### src/rtl/aes_pkg.sv
// AES field constants and byte-level helpers shared by the S-box lanes.
// GF(2^8) arithmetic uses the AES polynomial x^8+x^4+x^3+x+1.
package aes_pkg;

  localparam logic [7:0] AES_POLY     = 8'h1B;
  localparam logic [7:0] AES_AFFINE_C = 8'h63;
  localparam logic [7:0] INV_EXP      = 8'hFE;

  function automatic logic [7:0] rotl8(
    input logic [7:0] x,
    input int         n
  );
    logic [15:0] t;
    t = {x, x} << n;
    return t[15:8];
  endfunction

  function automatic logic [7:0] aff_fwd(input logic [7:0] x);
    return x ^ rotl8(x, 1) ^ rotl8(x, 2)
             ^ rotl8(x, 3) ^ rotl8(x, 4);
  endfunction

  function automatic logic [7:0] aff_inv(input logic [7:0] x);
    return rotl8(x, 1) ^ rotl8(x, 3) ^ rotl8(x, 6);
  endfunction

  function automatic logic [7:0] gf_mul(
    input logic [7:0] a,
    input logic [7:0] b
  );
    logic [7:0] p;
    logic [7:0] s;
    p = '0;
    s = a;
    for (int i = 0; i < 8; i++) begin
      if (b[i]) p = p ^ s;
      s = {s[6:0], 1'b0} ^ (s[7] ? AES_POLY : 8'h00);
    end
    return p;
  endfunction

  // x^254 == x^-1 in GF(2^8), and maps 0 to 0 without a special case
  function automatic logic [7:0] gf_inv(input logic [7:0] x);
    logic [7:0] r;
    r = 8'h01;
    for (int i = 7; i >= 0; i--) begin
      r = gf_mul(r, r);
      if (INV_EXP[i]) r = gf_mul(r, x);
    end
    return r;
  endfunction

endpackage

### src/rtl/aes_sbox_lane.sv
// One byte of S-box: a shared field inverter wrapped by the
// forward or inverse affine map selected per beat.
module aes_sbox_lane
  import aes_pkg::*;
#(
  parameter bit SUPPORT_INV = 1'b1
) (
  input  logic [7:0] x,
  input  logic       inv,
  output logic [7:0] y
);

  logic [7:0] pre;
  logic [7:0] t;

  assign t = gf_inv(pre);

  if (SUPPORT_INV) begin : g_inv
    assign pre = inv ? aff_inv(x ^ AES_AFFINE_C) : x;
    assign y   = inv ? t : (aff_fwd(t) ^ AES_AFFINE_C);
  end else begin : g_fwd
    logic unused_inv;
    assign unused_inv = inv;
    assign pre        = x;
    assign y          = aff_fwd(t) ^ AES_AFFINE_C;
  end

endmodule

### src/rtl/aes_sbox_pipe.sv
// Multi-lane AES S-box engine behind an elastic valid/ready pipeline.
// Substitution happens before stage 0; later stages only carry results.
module aes_sbox_pipe
  import aes_pkg::*;
#(
  parameter int LANES       = 4,
  parameter int PIPE_STAGES = 2,
  parameter bit SUPPORT_INV = 1'b1,
  parameter int TAG_W       = 4
) (
  input  logic               clk,
  input  logic               rst,
  input  logic               in_valid,
  output logic               in_ready,
  input  logic [8*LANES-1:0] in_data,
  input  logic               in_inv,
  input  logic [TAG_W-1:0]   in_tag,
  output logic               out_valid,
  input  logic               out_ready,
  output logic [8*LANES-1:0] out_data,
  output logic [TAG_W-1:0]   out_tag
);

  localparam int W = 8 * LANES;

  logic [W-1:0] sub;

  logic [PIPE_STAGES-1:0]            vq;
  logic [PIPE_STAGES-1:0]            adv;
  logic [PIPE_STAGES-1:0][W-1:0]     dq;
  logic [PIPE_STAGES-1:0][TAG_W-1:0] tq;

  for (genvar i = 0; i < LANES; i++) begin : g_lane
    aes_sbox_lane #(
      .SUPPORT_INV(SUPPORT_INV)
    ) u_lane (
      .x  (in_data[8*i +: 8]),
      .inv(in_inv),
      .y  (sub[8*i +: 8])
    );
  end

  // Ready ripples back from the sink through any empty stage
  always_comb begin
    logic down;
    adv  = '0;
    down = out_ready;
    for (int k = PIPE_STAGES - 1; k >= 0; k--) begin
      adv[k] = ~vq[k] | down;
      down   = adv[k];
    end
  end

  always_ff @(posedge clk) begin
    if (rst) begin
      vq[0] <= 1'b0;
      dq[0] <= '0;
      tq[0] <= '0;
    end else if (adv[0]) begin
      vq[0] <= in_valid;
      dq[0] <= sub;
      tq[0] <= in_tag;
    end
  end

  for (genvar k = 1; k < PIPE_STAGES; k++) begin : g_stage
    always_ff @(posedge clk) begin
      if (rst) begin
        vq[k] <= 1'b0;
        dq[k] <= '0;
        tq[k] <= '0;
      end else if (adv[k]) begin
        vq[k] <= vq[k-1];
        dq[k] <= dq[k-1];
        tq[k] <= tq[k-1];
      end
    end
  end

  assign in_ready  = adv[0];
  assign out_valid = vq[PIPE_STAGES-1];
  assign out_data  = dq[PIPE_STAGES-1];
  assign out_tag   = tq[PIPE_STAGES-1];

endmodule

### config.mk
export PLATFORM = sky130hd
export DESIGN_NAME = aes_sbox_pipe
export DESIGN_NICKNAME = d
export VERILOG_FILES = /design/src/rtl/aes_pkg.sv /design/src/rtl/aes_sbox_lane.sv /design/src/rtl/aes_sbox_pipe.sv
export SDC_FILE = /design/constraint.sdc
export NUM_CORES = 2
export LEC_CHECK = 0
export BUFFER_PORTS_ARGS = -buffer_cell sky130_fd_sc_hd__buf_2
export CAP_MARGIN = 20
export CORE_MARGIN = 2
export CORE_UTILIZATION = 45
export CTS_CLUSTER_DIAMETER = 150
export DETAILED_ROUTE_END_ITERATION = 12
export PLACE_DENSITY = 0.56
export SKIP_LAST_GASP = 1
export SYNTH_ARGS = -nofsm -noshare
export SYNTH_HDL_FRONTEND = slang
export SYNTH_SLANG_ARGS = --single-unit
### constraint.sdc
create_clock -name clk -period 52 [get_ports clk]
set_input_delay 7.8 -clock clk [delete_from_list [all_inputs] [get_ports clk]]
set_output_delay 7.8 -clock clk [all_outputs]
set_load 0.05 [all_outputs]
==> flow_metrics.tcl <==
set metrics [dict create \
    outcome "complete, no violations" \
    synthCells 7584 \
    setup_tns_ns 0 \
    multi_input_area_um2 55460 \
    final_nets 7322 \
    min_period_over_period_pct 68.30 \
    min_path_cells 2 \
    hp-class "reg -> reg" \
    ios 79 \
    path_class "in -> reg" \
    wl_per_cell_um 21.39 \
    finalSetupViolations 0 \
    min_from "out_data[6]" \
    max_stage_delay_ns 0.75 \
    clk_transition_reported_paths_ns 0.07 \
    synth.distinct_cells 126 \
    drt_pass1_iterations 9 \
    cts_resized 0 \
    drive_gt1_share_pct 9.025 \
    cts_buffers 9 \
    skew_ns 0.009370 \
    synth_edf_count 0 \
    clock_sinks 74 \
    grt_pass1_vias 50265 \
    drv_slew 0 \
    fill_cells 13139 \
    worstSetupStartpointType "input pin" \
    htree_levels 3 \
    syn_to_final_growth_pct 2.682 \
    grt_pass1_wl_mm 299.8 \
    overflow 0 \
    seqCellArea_um2 1481 \
    reg2reg_to "dq[7]" \
    grt_start_max_net_pins 75 \
    die_w_um 368.3 \
    tightest_slew_ns 1.057 \
    crit_fanout 52 \
    cp.depth 83 \
    vias 53271 \
    antenna_found_initial 2 \
    worst-path-buf-inv 7 \
    drtIter0Drc 5212 \
    syn_area_per_cell_um2 7.874 \
    io_buffers 78 \
    rsz0062_at_grt "false" \
    ctsLongestPathBuffers 2 \
    async_flop_share_pct 0 \
    rows 133 \
    yosysWarnings 0 \
    die_area_um2 135600 \
    timing_hold_violations_final 0 \
    drc_errors 0 \
    cts_root_buf "clkbuf_16" \
    period_minus_slack_ns 35.52 \
    drt.antenna.violating_nets 0 \
    hpwl_mm 135.7 \
    ys_ff_latch 74 \
    fmax_mhz 28.16 \
    viasPerCell 5.910 \
    insertion_delay_ns 0.36 \
    cp.required_ns 52.20 \
    yosys_most_used_dff "dfxtp_1" \
    r2r-start "out_valid" \
    reg2reg_slack_ns 49.18 \
    cap_violations 0 \
    slew_headroom_pct 29.02 \
    routabilityCongestion 0.9127 \
    postCtsSetupBuffers 0 \
    crit_path_end_kind "register" \
    routed_wl_mm 192.8 \
    syn_nets 7653 \
    reg2reg_depth 8 \
    grt_usage_pct 27.33 \
    core_um2 131600 \
    initial_core_util_pct 45.37 \
    path_delay_family "XOR/XNOR gates" \
    die_h_um 368.3 \
    cts_tree "done" \
    slowest_stage "xnor3_1" \
    whs_endpoint "out_data[6]" \
    worstPathArrival_ns 35.72 \
    ctsHoldBuffers 0 \
    synth_seq_area_share_pct 2.481 \
    syn-cell-area_um2 59710 \
]
==> per-layer routing <==
metal  global-route usage, %  share of wire [%]
met3                   3.932                7.7
met2                   42.80                 44
met4                   4.835                1.6
met5                       0                  0
met1                   39.93                 47
==> per-stage QoR <==
stage               hold slack, ns  cells  util (%)  cell area, um2  setup slack (ns)
floorplan                   0.4312   7584         -           59710             20.48
global placement            0.4364   8991     46.31           60960             16.78
detailed placement          0.4425   8992     46.32           60970             16.47
CTS                         0.4514   9008     46.55           61280             16.75
global route                0.4689   9013     46.58           61310             14.63
finish                      0.4490   9014     46.58           61320             16.48
==> how the worst max path moves through the flow <==
| stage | endpoint | start | slack, ns |
|---|---|---|---|
| after floorplan | dq[22] | in_data[17] | 20.48 |
| after global placement | dq[29] | in_data[30] | 16.78 |
| after detailed placement | dq[29] | in_data[30] | 16.47 |
| after CTS | dq[29] | in_data[30] | 16.75 |
| after global routing | dq[21] | in_inv | 14.63 |
| final | dq[29] | in_data[30] | 16.48 |
==> sequential cells by signal (all words and copies together), names as in the netlist <==
name / flops
dq: 32
out_data: 32
out_tag: 4
tq: 4
out_valid: 1
vq: 1
==> logic make-up after synthesis <==
| family | after synthesis | synth area share, % |
|---|---|---|
| buf+inv | 659 | 5.167 |
| simple gates | 2609 | 19.20 |
| mux | 309 | 5.433 |
| compound gates | 1430 | 16.53 |
| flops | 74 | 2.481 |
| xor+xnor | 2475 | 50.61 |
| fa+ha+maj | 28 | 0.5867 |
==> cell usage after synthesis, types with 47 or more instances <==
master	count	area (um2)
nor2_1	1067	4005
nand3_1	138	690.7
and2_1	62	387.9
clkbuf_1	271	1017
a22oi_1	81	608.1
dfxtp_1	74	1481
xnor3_1	384	8648
xnor2_1	1330	11650
nor3_1	150	750.7
buf_2	153	765.7
mux2_2	47	529.3
nor2b_1	55	344.1
mux2i_1	242	2422
o21ai_0	238	1191
xor2_1	474	4151
a21oi_1	338	1692
nand2b_1	60	375.4
o22ai_1	106	663.1
a211oi_1	90	675.7
buf_4	64	480.5
buf_1	63	236.5
xnor2_2	105	1708
inv_1	57	214.0
nand2_1	808	3033
xor3_1	88	2092
or3_1	48	300.3
o211ai_1	51	382.9
==> placed cells by master (no fill, tap or decap), types with 48 or more instances in the layout <==
cell,instances
a211oi_1,90
a21oi_1,335
a22oi_1,81
and2_1,62
buf_2,77
buf_4,151
dfxtp_1,74
inv_1,56
mux2i_1,234
nand2_1,808
nand2b_1,59
nand3_1,138
nor2_1,1067
nor2b_1,54
nor3_1,150
o211ai_1,51
o21ai_0,237
o22ai_1,106
or3_1,48
xnor2_1,1329
xnor2_2,106
xnor3_1,384
xor2_1,472
xor3_1,88
==> tightest hold or removal path, stage by stage (launching register included) <==
cell	delay, ns
dfxtp_1	0.31
nand2_1	0.05
a21oi_1	0.05
==> cell type report <==
class                      instances  area share (%)
multi-input combinational       6851           90.45
inverter                          87          0.5326
antenna                            1        0.004081
clock inverter                     7          0.1367
timing repair buffer             230           2.514
tap                             1755           3.581
clock buffer                       9          0.3673
sequential                        74           2.416
Power is not shown: default switching activity piles up to over one toggle a cycle in this logic, so the estimate is an artifact.
